--- config.mk ---
export PLATFORM = sky130hd
export DESIGN_NAME = brush_stamp_engine_flat
export DESIGN_NICKNAME = d
export VERILOG_FILES = /design/src/rtl/paint_pkg.sv /design/src/rtl/brush_stamp_engine_if.sv /design/src/rtl/stamp_point_gen.sv /design/src/rtl/brush_stamp_engine.sv /design/src/flat_wrapper.sv
export SDC_FILE = /design/constraint.sdc
export NUM_CORES = 1
export LEC_CHECK = 0
export ABC_AREA = 1
export CAP_MARGIN = 25
export CORE_MARGIN = 2
export CORE_UTILIZATION = 44
export CTS_CLUSTER_DIAMETER = 60
export DETAILED_ROUTE_END_ITERATION = 12
export MAX_ROUTING_LAYER = met4
export PLACE_DENSITY = 0.66
export SKIP_LAST_GASP = 1
export SLEW_MARGIN = 40
export SYNTH_ARGS = -nofsm -noshare
export SYNTH_HDL_FRONTEND = slang
export SYNTH_SLANG_ARGS = --single-unit
--- constraint.sdc ---
create_clock -name clk -period 3.9 [get_ports clk]
set_clock_uncertainty 0.05 [all_clocks]
set_input_delay 0.78 -clock clk [delete_from_list [all_inputs] [get_ports clk]]
set_output_delay 0.78 -clock clk [all_outputs]
set_load 0.005 [all_outputs]
--- src/rtl/paint_pkg.sv ---
// Shared definitions for the Tiny Canvas paint pipeline: symmetry modes, colour width
// and the per-mode mirror copy count.
package paint_pkg;
    localparam int COLOR_W         = 3;
    localparam int DEFAULT_COORD_W = 8;

    typedef enum logic [1:0] {
        SYM_NONE = 2'd0,
        SYM_X    = 2'd1,
        SYM_Y    = 2'd2,
        SYM_QUAD = 2'd3
    } sym_mode_e;

    // Index of the final copy emitted for each base point in the given mode.
    function automatic logic [1:0] last_copy(input sym_mode_e mode);
        case (mode)
            SYM_NONE:     return 2'd0;
            SYM_X, SYM_Y: return 2'd1;
            default:      return 2'd3;
        endcase
    endfunction
endpackage

--- src/rtl/brush_stamp_engine_if.sv ---
// Request and pixel handshake bundle of the brush stamp engine. Both sides use
// valid/ready: a transfer happens on a rising edge where valid && ready are both high.
interface brush_stamp_engine_if
    import paint_pkg::*;
#(
    parameter int COORD_W = DEFAULT_COORD_W,
    parameter int SIZE_W  = 3
) ();
    logic               in_valid;
    logic               in_ready;
    logic [COORD_W-1:0] in_x;
    logic [COORD_W-1:0] in_y;
    logic [COLOR_W-1:0] in_color;
    logic [SIZE_W-1:0]  brush_size;
    logic [1:0]         symmetry_mode;
    logic               flush;
    logic               out_valid;
    logic               out_ready;
    logic [COORD_W-1:0] out_x;
    logic [COORD_W-1:0] out_y;
    logic [COLOR_W-1:0] out_color;
    logic               busy;
    logic               stamp_done;

    modport slave (
        input  in_valid, in_x, in_y, in_color, brush_size, symmetry_mode, flush, out_ready,
        output in_ready, out_valid, out_x, out_y, out_color, busy, stamp_done
    );

    modport master (
        output in_valid, in_x, in_y, in_color, brush_size, symmetry_mode, flush, out_ready,
        input  in_ready, out_valid, out_x, out_y, out_color, busy, stamp_done
    );
endinterface

--- src/rtl/stamp_point_gen.sv ---
// Maps one footprint candidate (base point + copy index) to its canvas coordinate and
// decides whether it is emitted (on canvas, and not a repeat of an earlier copy).
module stamp_point_gen
    import paint_pkg::*;
#(
    parameter int COORD_W  = DEFAULT_COORD_W,
    parameter int CANVAS_W = 256,
    parameter int CANVAS_H = 256
) (
    input  logic signed [COORD_W+1:0] cx_i,
    input  logic signed [COORD_W+1:0] cy_i,
    input  logic [1:0]                copy_i,
    input  sym_mode_e                 mode_i,
    output logic [COORD_W-1:0]        x_o,
    output logic [COORD_W-1:0]        y_o,
    output logic                      emit_o
);
    localparam logic [COORD_W:0] X_MAX = (COORD_W+1)'(CANVAS_W - 1);
    localparam logic [COORD_W:0] Y_MAX = (COORD_W+1)'(CANVAS_H - 1);

    logic [COORD_W:0] bx, by, mx, my;
    logic             in_range, mx_same, my_same, use_mx, use_my, dup;

    assign bx       = cx_i[COORD_W:0];
    assign by       = cy_i[COORD_W:0];
    assign in_range = !cx_i[COORD_W+1] && (bx <= X_MAX) && !cy_i[COORD_W+1] && (by <= Y_MAX);
    assign mx       = X_MAX - bx;
    assign my       = Y_MAX - by;
    // A mirror lands on its own base point when the point sits on the mirror axis.
    assign mx_same  = (mx == bx);
    assign my_same  = (my == by);

    always_comb begin
        use_mx = 1'b0;
        use_my = 1'b0;
        dup    = 1'b0;
        case (mode_i)
            SYM_X: if (copy_i == 2'd1) begin
                use_mx = 1'b1;
                dup    = mx_same;
            end
            SYM_Y: if (copy_i == 2'd1) begin
                use_my = 1'b1;
                dup    = my_same;
            end
            SYM_QUAD: case (copy_i)
                2'd1: begin use_mx = 1'b1; dup = mx_same; end
                2'd2: begin use_my = 1'b1; dup = my_same; end
                2'd3: begin use_mx = 1'b1; use_my = 1'b1; dup = mx_same || my_same; end
                default: ;
            endcase
            default: ;
        endcase
    end

    assign x_o    = use_mx ? mx[COORD_W-1:0] : bx[COORD_W-1:0];
    assign y_o    = use_my ? my[COORD_W-1:0] : by[COORD_W-1:0];
    assign emit_o = in_range && !dup;
endmodule

--- src/rtl/brush_stamp_engine.sv ---
// Expands one accepted stamp request into a stream of brush-footprint pixels and their
// mirror images, one candidate per cycle, with clipped or duplicate candidates skipped.
module brush_stamp_engine
    import paint_pkg::*;
#(
    parameter int COORD_W  = DEFAULT_COORD_W,
    parameter int CANVAS_W = 256,
    parameter int CANVAS_H = 256,
    parameter int MAX_SIZE = 7,
    parameter int SIZE_W   = $clog2(MAX_SIZE + 1)
) (
    input logic           clk,
    input logic           rst_n,
    brush_stamp_engine_if.slave bus
);
    localparam logic [0:0]        ST_IDLE = 1'b0;
    localparam logic [0:0]        ST_EMIT = 1'b1;
    localparam logic [SIZE_W-1:0] MAX_S   = SIZE_W'(MAX_SIZE);
    localparam logic signed [SIZE_W:0] ONE_S = (SIZE_W+1)'(1);
    localparam int EXT_W = COORD_W + 1 - SIZE_W;

    logic [0:0]               state_q, state_d;
    logic [COORD_W-1:0]       x_q, x_d, y_q, y_d;
    logic [COLOR_W-1:0]       color_q, color_d;
    logic [SIZE_W-1:0]        s_q, s_d, s_req;
    sym_mode_e                mode_q, mode_d;
    logic signed [SIZE_W:0]   dx_q, dx_d, dy_q, dy_d, s_pos, s_neg_req;
    logic [1:0]               copy_q, copy_d;
    logic                     out_valid_q, out_valid_d, stamp_done_q, stamp_done_d;
    logic [COORD_W-1:0]       out_x_q, out_x_d, out_y_q, out_y_d;
    logic                     accept, advance, last_cand, emit_load;
    logic signed [COORD_W+1:0] cx_g, cy_g;
    logic [COORD_W-1:0]       gen_x, gen_y;
    logic                     gen_emit;

    assign s_req     = (bus.brush_size > MAX_S) ? MAX_S : bus.brush_size;
    assign s_neg_req = -$signed({1'b0, s_req});
    assign s_pos     = $signed({1'b0, s_q});
    assign accept    = (state_q == ST_IDLE) && bus.in_valid && !bus.flush;
    // A skipped candidate (out_valid low) moves on without waiting for out_ready.
    assign advance   = (state_q == ST_EMIT) && (!out_valid_q || bus.out_ready);
    assign last_cand = (dy_q == s_pos) && (dx_q == s_pos) && (copy_q == last_copy(mode_q));

    always_comb begin
        state_d      = state_q;
        x_d          = x_q;
        y_d          = y_q;
        color_d      = color_q;
        s_d          = s_q;
        mode_d       = mode_q;
        dx_d         = dx_q;
        dy_d         = dy_q;
        copy_d       = copy_q;
        stamp_done_d = 1'b0;
        emit_load    = 1'b0;
        if (bus.flush) begin
            state_d = ST_IDLE;
        end else if (accept) begin
            state_d   = ST_EMIT;
            x_d       = bus.in_x;
            y_d       = bus.in_y;
            color_d   = bus.in_color;
            s_d       = s_req;
            mode_d    = sym_mode_e'(bus.symmetry_mode);
            dx_d      = s_neg_req;
            dy_d      = s_neg_req;
            copy_d    = 2'd0;
            emit_load = 1'b1;
        end else if (advance) begin
            if (last_cand) begin
                state_d      = ST_IDLE;
                stamp_done_d = 1'b1;
            end else begin
                emit_load = 1'b1;
                if (copy_q != last_copy(mode_q)) begin
                    copy_d = copy_q + 2'd1;
                end else begin
                    copy_d = 2'd0;
                    if (dx_q != s_pos) begin
                        dx_d = dx_q + ONE_S;
                    end else begin
                        dx_d = -s_pos;
                        dy_d = dy_q + ONE_S;
                    end
                end
            end
        end
    end

    // The point generator looks at the candidate about to be presented, so every
    // pixel output comes straight from a flop.
    assign cx_g = $signed({2'b00, x_d}) + $signed({{EXT_W{dx_d[SIZE_W]}}, dx_d});
    assign cy_g = $signed({2'b00, y_d}) + $signed({{EXT_W{dy_d[SIZE_W]}}, dy_d});

    stamp_point_gen #(
        .COORD_W (COORD_W),
        .CANVAS_W(CANVAS_W),
        .CANVAS_H(CANVAS_H)
    ) u_point_gen (
        .cx_i  (cx_g),
        .cy_i  (cy_g),
        .copy_i(copy_d),
        .mode_i(mode_d),
        .x_o   (gen_x),
        .y_o   (gen_y),
        .emit_o(gen_emit)
    );

    always_comb begin
        out_valid_d = out_valid_q;
        out_x_d     = out_x_q;
        out_y_d     = out_y_q;
        if (emit_load) begin
            out_valid_d = gen_emit;
            out_x_d     = gen_x;
            out_y_d     = gen_y;
        end else if (state_d == ST_IDLE) begin
            out_valid_d = 1'b0;
        end
    end

    always_ff @(posedge clk) begin
        if (!rst_n) begin
            state_q      <= ST_IDLE;
            x_q          <= '0;
            y_q          <= '0;
            color_q      <= '0;
            s_q          <= '0;
            mode_q       <= SYM_NONE;
            dx_q         <= '0;
            dy_q         <= '0;
            copy_q       <= '0;
            out_valid_q  <= 1'b0;
            out_x_q      <= '0;
            out_y_q      <= '0;
            stamp_done_q <= 1'b0;
        end else begin
            state_q      <= state_d;
            x_q          <= x_d;
            y_q          <= y_d;
            color_q      <= color_d;
            s_q          <= s_d;
            mode_q       <= mode_d;
            dx_q         <= dx_d;
            dy_q         <= dy_d;
            copy_q       <= copy_d;
            out_valid_q  <= out_valid_d;
            out_x_q      <= out_x_d;
            out_y_q      <= out_y_d;
            stamp_done_q <= stamp_done_d;
        end
    end

    // flush wins over a same-cycle request, so the engine never offers itself then.
    assign bus.in_ready   = (state_q == ST_IDLE) && !bus.flush;
    assign bus.busy       = (state_q == ST_EMIT);
    assign bus.out_valid  = out_valid_q;
    assign bus.out_x      = out_x_q;
    assign bus.out_y      = out_y_q;
    assign bus.out_color  = color_q;
    assign bus.stamp_done = stamp_done_q;
endmodule
--- src/flat_wrapper.sv ---
// flat-port wrapper written by rule: the top's interface ports become plain ports
module brush_stamp_engine_flat import paint_pkg::*;
#(
    parameter int COORD_W  = DEFAULT_COORD_W,
    parameter int CANVAS_W = 256,
    parameter int CANVAS_H = 256,
    parameter int MAX_SIZE = 7,
    parameter int SIZE_W   = $clog2(MAX_SIZE + 1)
)
  (clk, rst_n, bus_in_valid, bus_in_x, bus_in_y, bus_in_color, bus_brush_size, bus_symmetry_mode, bus_flush, bus_out_ready, bus_in_ready, bus_out_valid, bus_out_x, bus_out_y, bus_out_color, bus_busy, bus_stamp_done);
  brush_stamp_engine_if #(.COORD_W(COORD_W), .SIZE_W(SIZE_W)) bus_i ();
  input logic clk;
  input logic rst_n;
  input wire logic [$bits(bus_i.in_valid)-1:0] bus_in_valid;
  input wire logic [$bits(bus_i.in_x)-1:0] bus_in_x;
  input wire logic [$bits(bus_i.in_y)-1:0] bus_in_y;
  input wire logic [$bits(bus_i.in_color)-1:0] bus_in_color;
  input wire logic [$bits(bus_i.brush_size)-1:0] bus_brush_size;
  input wire logic [$bits(bus_i.symmetry_mode)-1:0] bus_symmetry_mode;
  input wire logic [$bits(bus_i.flush)-1:0] bus_flush;
  input wire logic [$bits(bus_i.out_ready)-1:0] bus_out_ready;
  output wire logic [$bits(bus_i.in_ready)-1:0] bus_in_ready;
  output wire logic [$bits(bus_i.out_valid)-1:0] bus_out_valid;
  output wire logic [$bits(bus_i.out_x)-1:0] bus_out_x;
  output wire logic [$bits(bus_i.out_y)-1:0] bus_out_y;
  output wire logic [$bits(bus_i.out_color)-1:0] bus_out_color;
  output wire logic [$bits(bus_i.busy)-1:0] bus_busy;
  output wire logic [$bits(bus_i.stamp_done)-1:0] bus_stamp_done;
  assign bus_i.in_valid = bus_in_valid;
  assign bus_i.in_x = bus_in_x;
  assign bus_i.in_y = bus_in_y;
  assign bus_i.in_color = bus_in_color;
  assign bus_i.brush_size = bus_brush_size;
  assign bus_i.symmetry_mode = bus_symmetry_mode;
  assign bus_i.flush = bus_flush;
  assign bus_i.out_ready = bus_out_ready;
  assign bus_in_ready = bus_i.in_ready;
  assign bus_out_valid = bus_i.out_valid;
  assign bus_out_x = bus_i.out_x;
  assign bus_out_y = bus_i.out_y;
  assign bus_out_color = bus_i.out_color;
  assign bus_busy = bus_i.busy;
  assign bus_stamp_done = bus_i.stamp_done;
  brush_stamp_engine #(.COORD_W(COORD_W), .CANVAS_W(CANVAS_W), .CANVAS_H(CANVAS_H), .MAX_SIZE(MAX_SIZE), .SIZE_W(SIZE_W)) u_core (.clk(clk), .rst_n(rst_n), .bus(bus_i));
endmodule
==> impl_results.md <==
* Worst Setup Path Type: input pin to flip-flop
* CP Data Required Time at 4.09 ns
* Overall routed net length at 9.54 mm
* Largest voltage drop on the vdd net at 0.000212 V
* Placer's final routability congestion estimate at 0.869
* Synth Area per Inst at 6.48 sq um
* Critical Path Fanout Max at 7
* Warnings from Yosys at 0
* Crit path capture type: flip-flop
* # clock sinks at 53
* Number of storage elements in the synthesis netlist at 53
* Cts bufs inserted at 5
* Post-route fraction of the period consumed by the critical path at 91.9%
* Multi-input gate area at 2350 sq um
* Fmax achieved at 0.279 GHz
* Maximum clock path buffer count at 2
* End point of the critical path: u_core.bus.out_valid$_SDFFE_PN0P_
* DRC violation count after routing at 0
* Worst max-slew margin expressed relative to the limit at 45.8%
* Slowest-stage cell, CP: clkdlybuf4s50_1
* Number of cells on the worst reg-to-reg path at 23
* Via count of the routed design at 3795
* Post-synth EDFFs at 0
* Placed inst area at 4610 sq um
* Crit Reg-Reg Startpoint: u_core.dx_q[0]$_SDFF_PN0_
* Initial antenna violation count at 0
* Buffers plus inverters on the worst setup path at 4
* Status: completed
* Number of search-and-repair iterations in the first detailed-routing pass at 4
* Sequential standard cell area at 1060 sq um
* Final antenna diode count at 0
* Critical path launch point: bus_out_ready
* Global-route wire length before repair at 16.3 mm
* Clk_lat worst skew at 0.31 ns
* Post-detailed-route via-to-cell ratio at 4.93
* Number of maximum-capacitance violations at 0
* Fraction of final layout cells sized beyond drive strength 1 at 12.9%
* Post-synthesis cell type count at 38
* R2R setup slack at 0.57 ns
* Post-Synthesis Cells at 591
* CTS clk-pin slew, worst paths at 0.10 ns
* Overflow left after global routing at 0
* I/O pin count at 52
* Min Clock Period, post-route at 3.59 ns
* Total Die Area at 9460 sq um
* Port bufs at 51
* Min-delay worst type: flip-flop to flip-flop
* Number of DRC markers in iteration 0 at 128
* Gate family responsible for the most delay along the worst path: simple AND/OR/NAND/NOR gates
* Maximum number of pins on one net before global-route repair at 47
* Delay contributed by the slowest stage of the critical path at 0.46 ns
* CP Launch Type: input pin
* Final Slew Violations at 0
* Depth of the CTS H-tree at 2
* Mean routed wirelength per cell at 12.4 um
* Endpoints failing hold at 0
* Leak Pwr at 2.42 nW
* Worst slew pin tran at 0.811 ns
* Filler cell count in the final layout at 877
* Overall power at 1.48 mW
* Mapped Nets at 644
* Number of nets at the end of the flow at 713
* Capture instance of the worst register-to-register path: u_core.bus.out_valid$_SDFFE_PN0P_
* Die Span X at 97.3 um
* Placement row count at 34
* DP Wirelength at 7.33 mm
* Initial core utilization at 44.5%
* Primary FF master, synth: dfxtp_1
* Detail Route Antenna Nets at 0
* Via count of the first global-routing pass at 3649
* Sequential share of the synthesized area at 27.7%
* Root cell of the clock tree: clkbuf_8
* Cell mode on critical path: nand2_1
* Synthesis-to-finish area growth at 22.8%
* Data arrival time of the worst path at 3.78 ns
* Post-route cell area at 4700 sq um
* Core ar. at 8590 sq um
* Post-CTS Hold Buffers at 0
* Post-synthesis async set-or-reset flop share at 0%
* RSZ-0062 raised after global routing: false
* Power density relative to cell area at 314 nW/um^2
* Synth Cell Area at 3830 sq um
* Cells along the critical path: clkdlybuf4s50_1 -> inv_1 -> nand2_1 -> nand2_1 -> nor2_1 -> nand2_1 -> nor2_1 -> nand2_1 -> nand2_1 -> nand3_1 -> nand2_1 -> o21ai_0 -> buf_4 -> ha_1 -> inv_1 -> nor3_1 -> nand2_1 -> a21boi_0 -> nand3_1 -> nand4_1 -> nand3_1 -> nor2_1 -> nor2_1 -> nor2_1
* Overall Global Routing Usage at 21.1%
* Die height at 97.3 um
* CTS tree: yes
* Total stage count of the critical path at 24
* Minimum hold slack at 0.481 ns
* Final setup violation count at 0
==> tightest hold or removal path: stages, from the launching register on <==
cell and delay [ns]:
dfxtp_1 0.33, o21ai_0 0.08, nor2_1 0.09
==> power by group <==
part / internal, mW / leakage (nW) / total, mW / switching, mW
sequential: 0.578 / 0.435 / 0.604 / 0.0256
clock: 0.128 / 0.0385 / 0.314 / 0.187
combinational: 0.251 / 1.95 / 0.559 / 0.309
total: 0.956 / 2.42 / 1.48 / 0.521
==> routing by layer <==
metal,global-route usage (%),routed length [um],vias up
li1,-,-,1985
met4,6.30,187,0
met5,-,0,-
met3,2.66,488,18
met2,37.1,4640,99
met1,25.4,4230,1693
==> cell type report <==
class	count	share of cell area (%)
sequential	53	22.6
timing repair buffer	75	15.0
inverter	99	7.91
clock inverter	1	0.160
clock buffer	7	1.62
tap	108	2.87
multi-input combinational	426	49.9
==> layout by cell type (no fill, tap or decap), types with 2 or more instances in the layout <==
cell / netlist / layout
inv_2: 7 / 8
ha_1: 22 / 22
o21ai_1: 1 / 2
nor2_4: 5 / 5
a31o_2: 2 / 2
buf_4: 0 / 23
nand2_2: 8 / 8
a21oi_1: 20 / 20
and2_1: 2 / 2
o21a_1: 2 / 2
dfxtp_1: 53 / 53
inv_1: 91 / 90
nand2_1: 124 / 124
nor2_1: 90 / 90
clkdlybuf4s50_1: 0 / 51
o21ai_0: 37 / 35
or2_2: 16 / 16
nand3_1: 42 / 42
a21boi_0: 2 / 2
xnor2_1: 6 / 6
nor2_2: 3 / 3
clkbuf_8: 0 / 5
nand4_1: 13 / 13
nand3_4: 3 / 3
clkbuf_1: 9 / 2
xor2_1: 11 / 11
nand2_4: 4 / 4
fa_1: 2 / 2
nor3_1: 2 / 2
==> cell families after synthesis <==
| kind of cell | count (synthesis) | share of synthesized area [%] |
|---|---|---|
| adder cells (fa/ha/maj) | 24 | 8.24 |
| buffers and inverters | 112 | 11.1 |
| XOR/XNOR | 17 | 3.89 |
| AO/OA/AOI/OAI | 69 | 10.2 |
| AND/OR/NAND/NOR | 315 | 38.6 |
| multiplexers | 1 | 0.262 |
| flip-flops | 53 | 27.7 |
==> metrics by stage <==
step,TNS (ns),util (%),std cells,setup slack [ns]
6_report,0,54.7,769,0.315
3_5_place_dp,-0.0275,53.6,760,-0.0272
5_1_grt,0,54.7,769,0.00869
4_1_cts,0,54.6,768,0.288
3_3_place_gp,0,53.6,760,0.0506
2_1_floorplan,0,-,591,0.585
==> what timing repair did <==
item / 4_1_cts / 5_1_grt
setup endpoints to repair: 0 / 2
resized for setup: 0 / 4
buffers inserted: 0 / 1
==> Yosys cell counts, drive strengths merged (4+ instances only) <==
library cell	number	area (sq um)
or2	16	100
xnor2	6	52.6
nand3	46	273
ha	22	275
o21ai	39	206
a21oi	21	109
xor2	11	96.3
inv	98	368
nor2	98	413
buf	4	18.8
clkbuf	9	33.8
nand4	13	81.3
nand2	137	581
dfxtp	53	1060
==> state kept, by name, summed over array words and instances (netlist names) <==
register / count
u_core.dy_q: 4
u_core.dx_q: 4
u_core.bus.out_x: 8
u_core.s_q: 3
u_core.x_q: 8
u_core.mode_q: 2
u_core.bus.busy: 1
u_core.bus.stamp_done: 1
u_core.bus.out_color: 3
u_core.bus.out_valid: 1
u_core.bus.out_y: 8
u_core.copy_q: 2
u_core.y_q: 8
==> worst min-delay path by stage <==
stage,start,end,slack (ns),depth (start not counted)
after floorplan,u_core.dy_q[1]$_SDFF_PN0_,u_core.dy_q[1]$_SDFF_PN0_,0.45,2
after global placement,u_core.bus.out_color[2]$_SDFFE_PN0P_,u_core.bus.out_color[2]$_SDFFE_PN0P_,0.44,2
after detailed placement,u_core.bus.out_color[1]$_SDFFE_PN0P_,u_core.bus.out_color[1]$_SDFFE_PN0P_,0.47,2
after CTS,u_core.bus.out_color[0]$_SDFFE_PN0P_,u_core.bus.out_color[0]$_SDFFE_PN0P_,0.49,2
after global routing,u_core.bus.out_color[0]$_SDFFE_PN0P_,u_core.bus.out_color[0]$_SDFFE_PN0P_,0.53,2
final,u_core.bus.out_color[0]$_SDFFE_PN0P_,u_core.bus.out_color[0]$_SDFFE_PN0P_,0.48,2
No activity file was read; power rests on OpenSTA's default activity.
==> patch (config.mk and constraints unchanged) <==
`dy_q` no longer has a reset.
--- a/src/rtl/brush_stamp_engine.sv
+++ b/src/rtl/brush_stamp_engine.sv
@@ -128,7 +128,6 @@
             s_q          <= '0;
             mode_q       <= SYM_NONE;
             dx_q         <= '0;
-            dy_q         <= '0;
             copy_q       <= '0;
             out_valid_q  <= 1'b0;
             out_x_q      <= '0;
@@ -142,13 +141,16 @@
             s_q          <= s_d;
             mode_q       <= mode_d;
             dx_q         <= dx_d;
-            dy_q         <= dy_d;
             copy_q       <= copy_d;
             out_valid_q  <= out_valid_d;
             out_x_q      <= out_x_d;
             out_y_q      <= out_y_d;
             stamp_done_q <= stamp_done_d;
         end
+    end
+
+    always_ff @(posedge clk) begin
+        dy_q <= dy_d;
     end
 
     // flush wins over a same-cycle request, so the engine never offers itself then.
Function: no difference found for any inputs over 4 cycles, from zero or initial values and one cycle with rst_n low; that may be too few to reach the edited logic, so the function may still have changed.
==> patch against the original RTL <==
Design area fell by 3.4%; core utilization up 1.1 points; wire length decreased by 0.66%; die area decreased by 4.2%; synthesized area shrank 4.4%; total power up 8.5%; sequential cell count did not move; synthesized cell count is 8.1% lower; worst setup slack got worse by 0.0060 ns; non-clock buffer count rose by 1; critical path depth down 3; critical path type unchanged; highest routed layer unchanged.
==> patch: results <==
set metrics [dict create \
    status "finished, final reports clean" \
    grtUsageMet3 0.0261 \
    cts_buffers 5 \
    grtUsageMet1 0.291 \
    dp_hpwl_um 7080 \
    reg2reg_depth 19 \
    hold_path.class "reg -> reg" \
    drt_iter0_drc 158 \
    ys_top_cells_by_area "dfxtp_1, nand2_1, inv_1, ha_1, nor2_1" \
    grt_max_degree 34 \
    drt-pass1-iter-count 5 \
    met2_usage 0.389 \
    track_usage 0.229 \
    drt-total-wl_um 9480 \
    drive_gt1_frac 0.134 \
    yosysSeqAreaShare 0.290 \
    relSlewSlack 0.740 \
    synth.avg_cell_area_um2 6.74 \
    arrival_ns 3.76 \
    wl_per_cell_um 13.3 \
    final_nets 662 \
    diodes 0 \
    dp.cells 705 \
    grt_pass1_wl_um 16000 \
    rr_startpoint "u_core.s_q[2]$_SDFFE_PN0P_" \
    cpPeakStageDelay_ns 0.45 \
    crit_family "simple AND/OR/NAND/NOR gates" \
    min_path_cells 2 \
    vias 3603 \
    clock_latency_ns 0.32 \
    cp_slowest_cell "clkdlybuf4s50_1" \
    critPathMaxFanout 7 \
    synth.distinct_cells 47 \
    leakage_uw 0.00224 \
    vdd_drop_max_uv 172 \
    grt_pass1_vias 3485 \
    synthesis.nets 596 \
    synth_common_cells "nand2_1, inv_1, nor2_1, dfxtp_1, o21ai_0" \
    dp_slack_ns -0.0868 \
    hold-path-endpoint "u_core.bus.out_color[2]$_SDFFE_PN0P_" \
    ys_async_sr_fraction 0 \
    clock-root-buffer "clkbuf_8" \
    antenna_found_initial 0 \
    gp_congestion 0.906 \
    crit_path_frequent_cell "nand2_1" \
    r2r_slack_ns 0.60 \
    clkTransAtPathRegs_ns 0.11 \
    worstReg2RegEnd "u_core.bus.out_x[6]$_SDFFE_PN0P_" \
    hp-start "u_core.bus.out_color[2]$_SDFFE_PN0P_" \
]
==> patch: changes by cell type in the layout (fill, tap and decap cells not counted), moves of 3 or more <==
cell / delta
a22oi_1: +3
a31oi_1: +4
a21oi_1: +5
nand4_1: -7
nand3_1: -3
inv_2: -3
inv_1: -13
o21ai_0: +6
nand2_1: -22
a21oi_2: +6
nand3b_1: +3
nor2_1: -24
==> patch: cell type report <==
cell class	instances	area (um^2)
fillers	790	3590
multi-input cells	390	2230
flip-flops and latches	53	1060
repair buffers	76	698
inverters	83	312
well taps	105	131
clock buffers	5	68.8
clock inverters	3	46.3
==> patch: tightest hold or removal path, cell delays in order, from the launching register on <==
cell	delay, ns
dfxtp_1	0.34
o21ai_0	0.08
nor2_1	0.07
==> patch: per-stage QoR <==
step                 util  total power (uW)  TNS (ns)  hold WS, ns  instance area, um^2
finish              0.559              1600         0        0.477                 4540
global route        0.559              1720   -0.0146        0.515                 4540
global placement    0.539              1190   -0.0778        0.441                 4390
detailed placement  0.539              1200    -0.317        0.454                 4390
floorplan               -              1010         0        0.429                 3660
CTS                 0.553              1600         0        0.482                 4500
==> patch: per-layer routing <==
metal,up-vias,part of all wire
met5,-,0
met4,0,0.010
met3,7,0.054
met2,113,0.47
met1,1610,0.47
li1,1873,-
==> patch: logic make-up after synthesis <==
| family | synth area share |
|---|---|
| flops | 0.290 |
| fa+ha+maj | 0.0862 |
| xor+xnor | 0.0335 |
| buf+inv | 0.110 |
| mux | 0.00274 |
| simple gates | 0.326 |
| compound gates | 0.152 |
==> patch: worst max-delay path by stage <==
stage	to	slack [ns]
detailed placement	u_core.bus.out_x[7]$_SDFFE_PN0P_	-0.09
global route	u_core.bus.out_y[5]$_SDFFE_PN0P_	-0.01
finish	u_core.bus.out_x[7]$_SDFFE_PN0P_	0.31
floorplan	u_core.bus.out_x[6]$_SDFFE_PN0P_	0.46
global placement	u_core.bus.out_valid$_SDFFE_PN0P_	-0.04
CTS	u_core.bus.out_x[7]$_SDFFE_PN0P_	0.23
==> patch: power by group <==
group	internal (uW)	switching (uW)
registers	582	29.9
logic	262	339
clock network	193	198
==> patch: repair_timing <==
action,in CTS,in global routing
gates resized for setup,0,9
buffers inserted,0,2
setup endpoints to repair,0,6
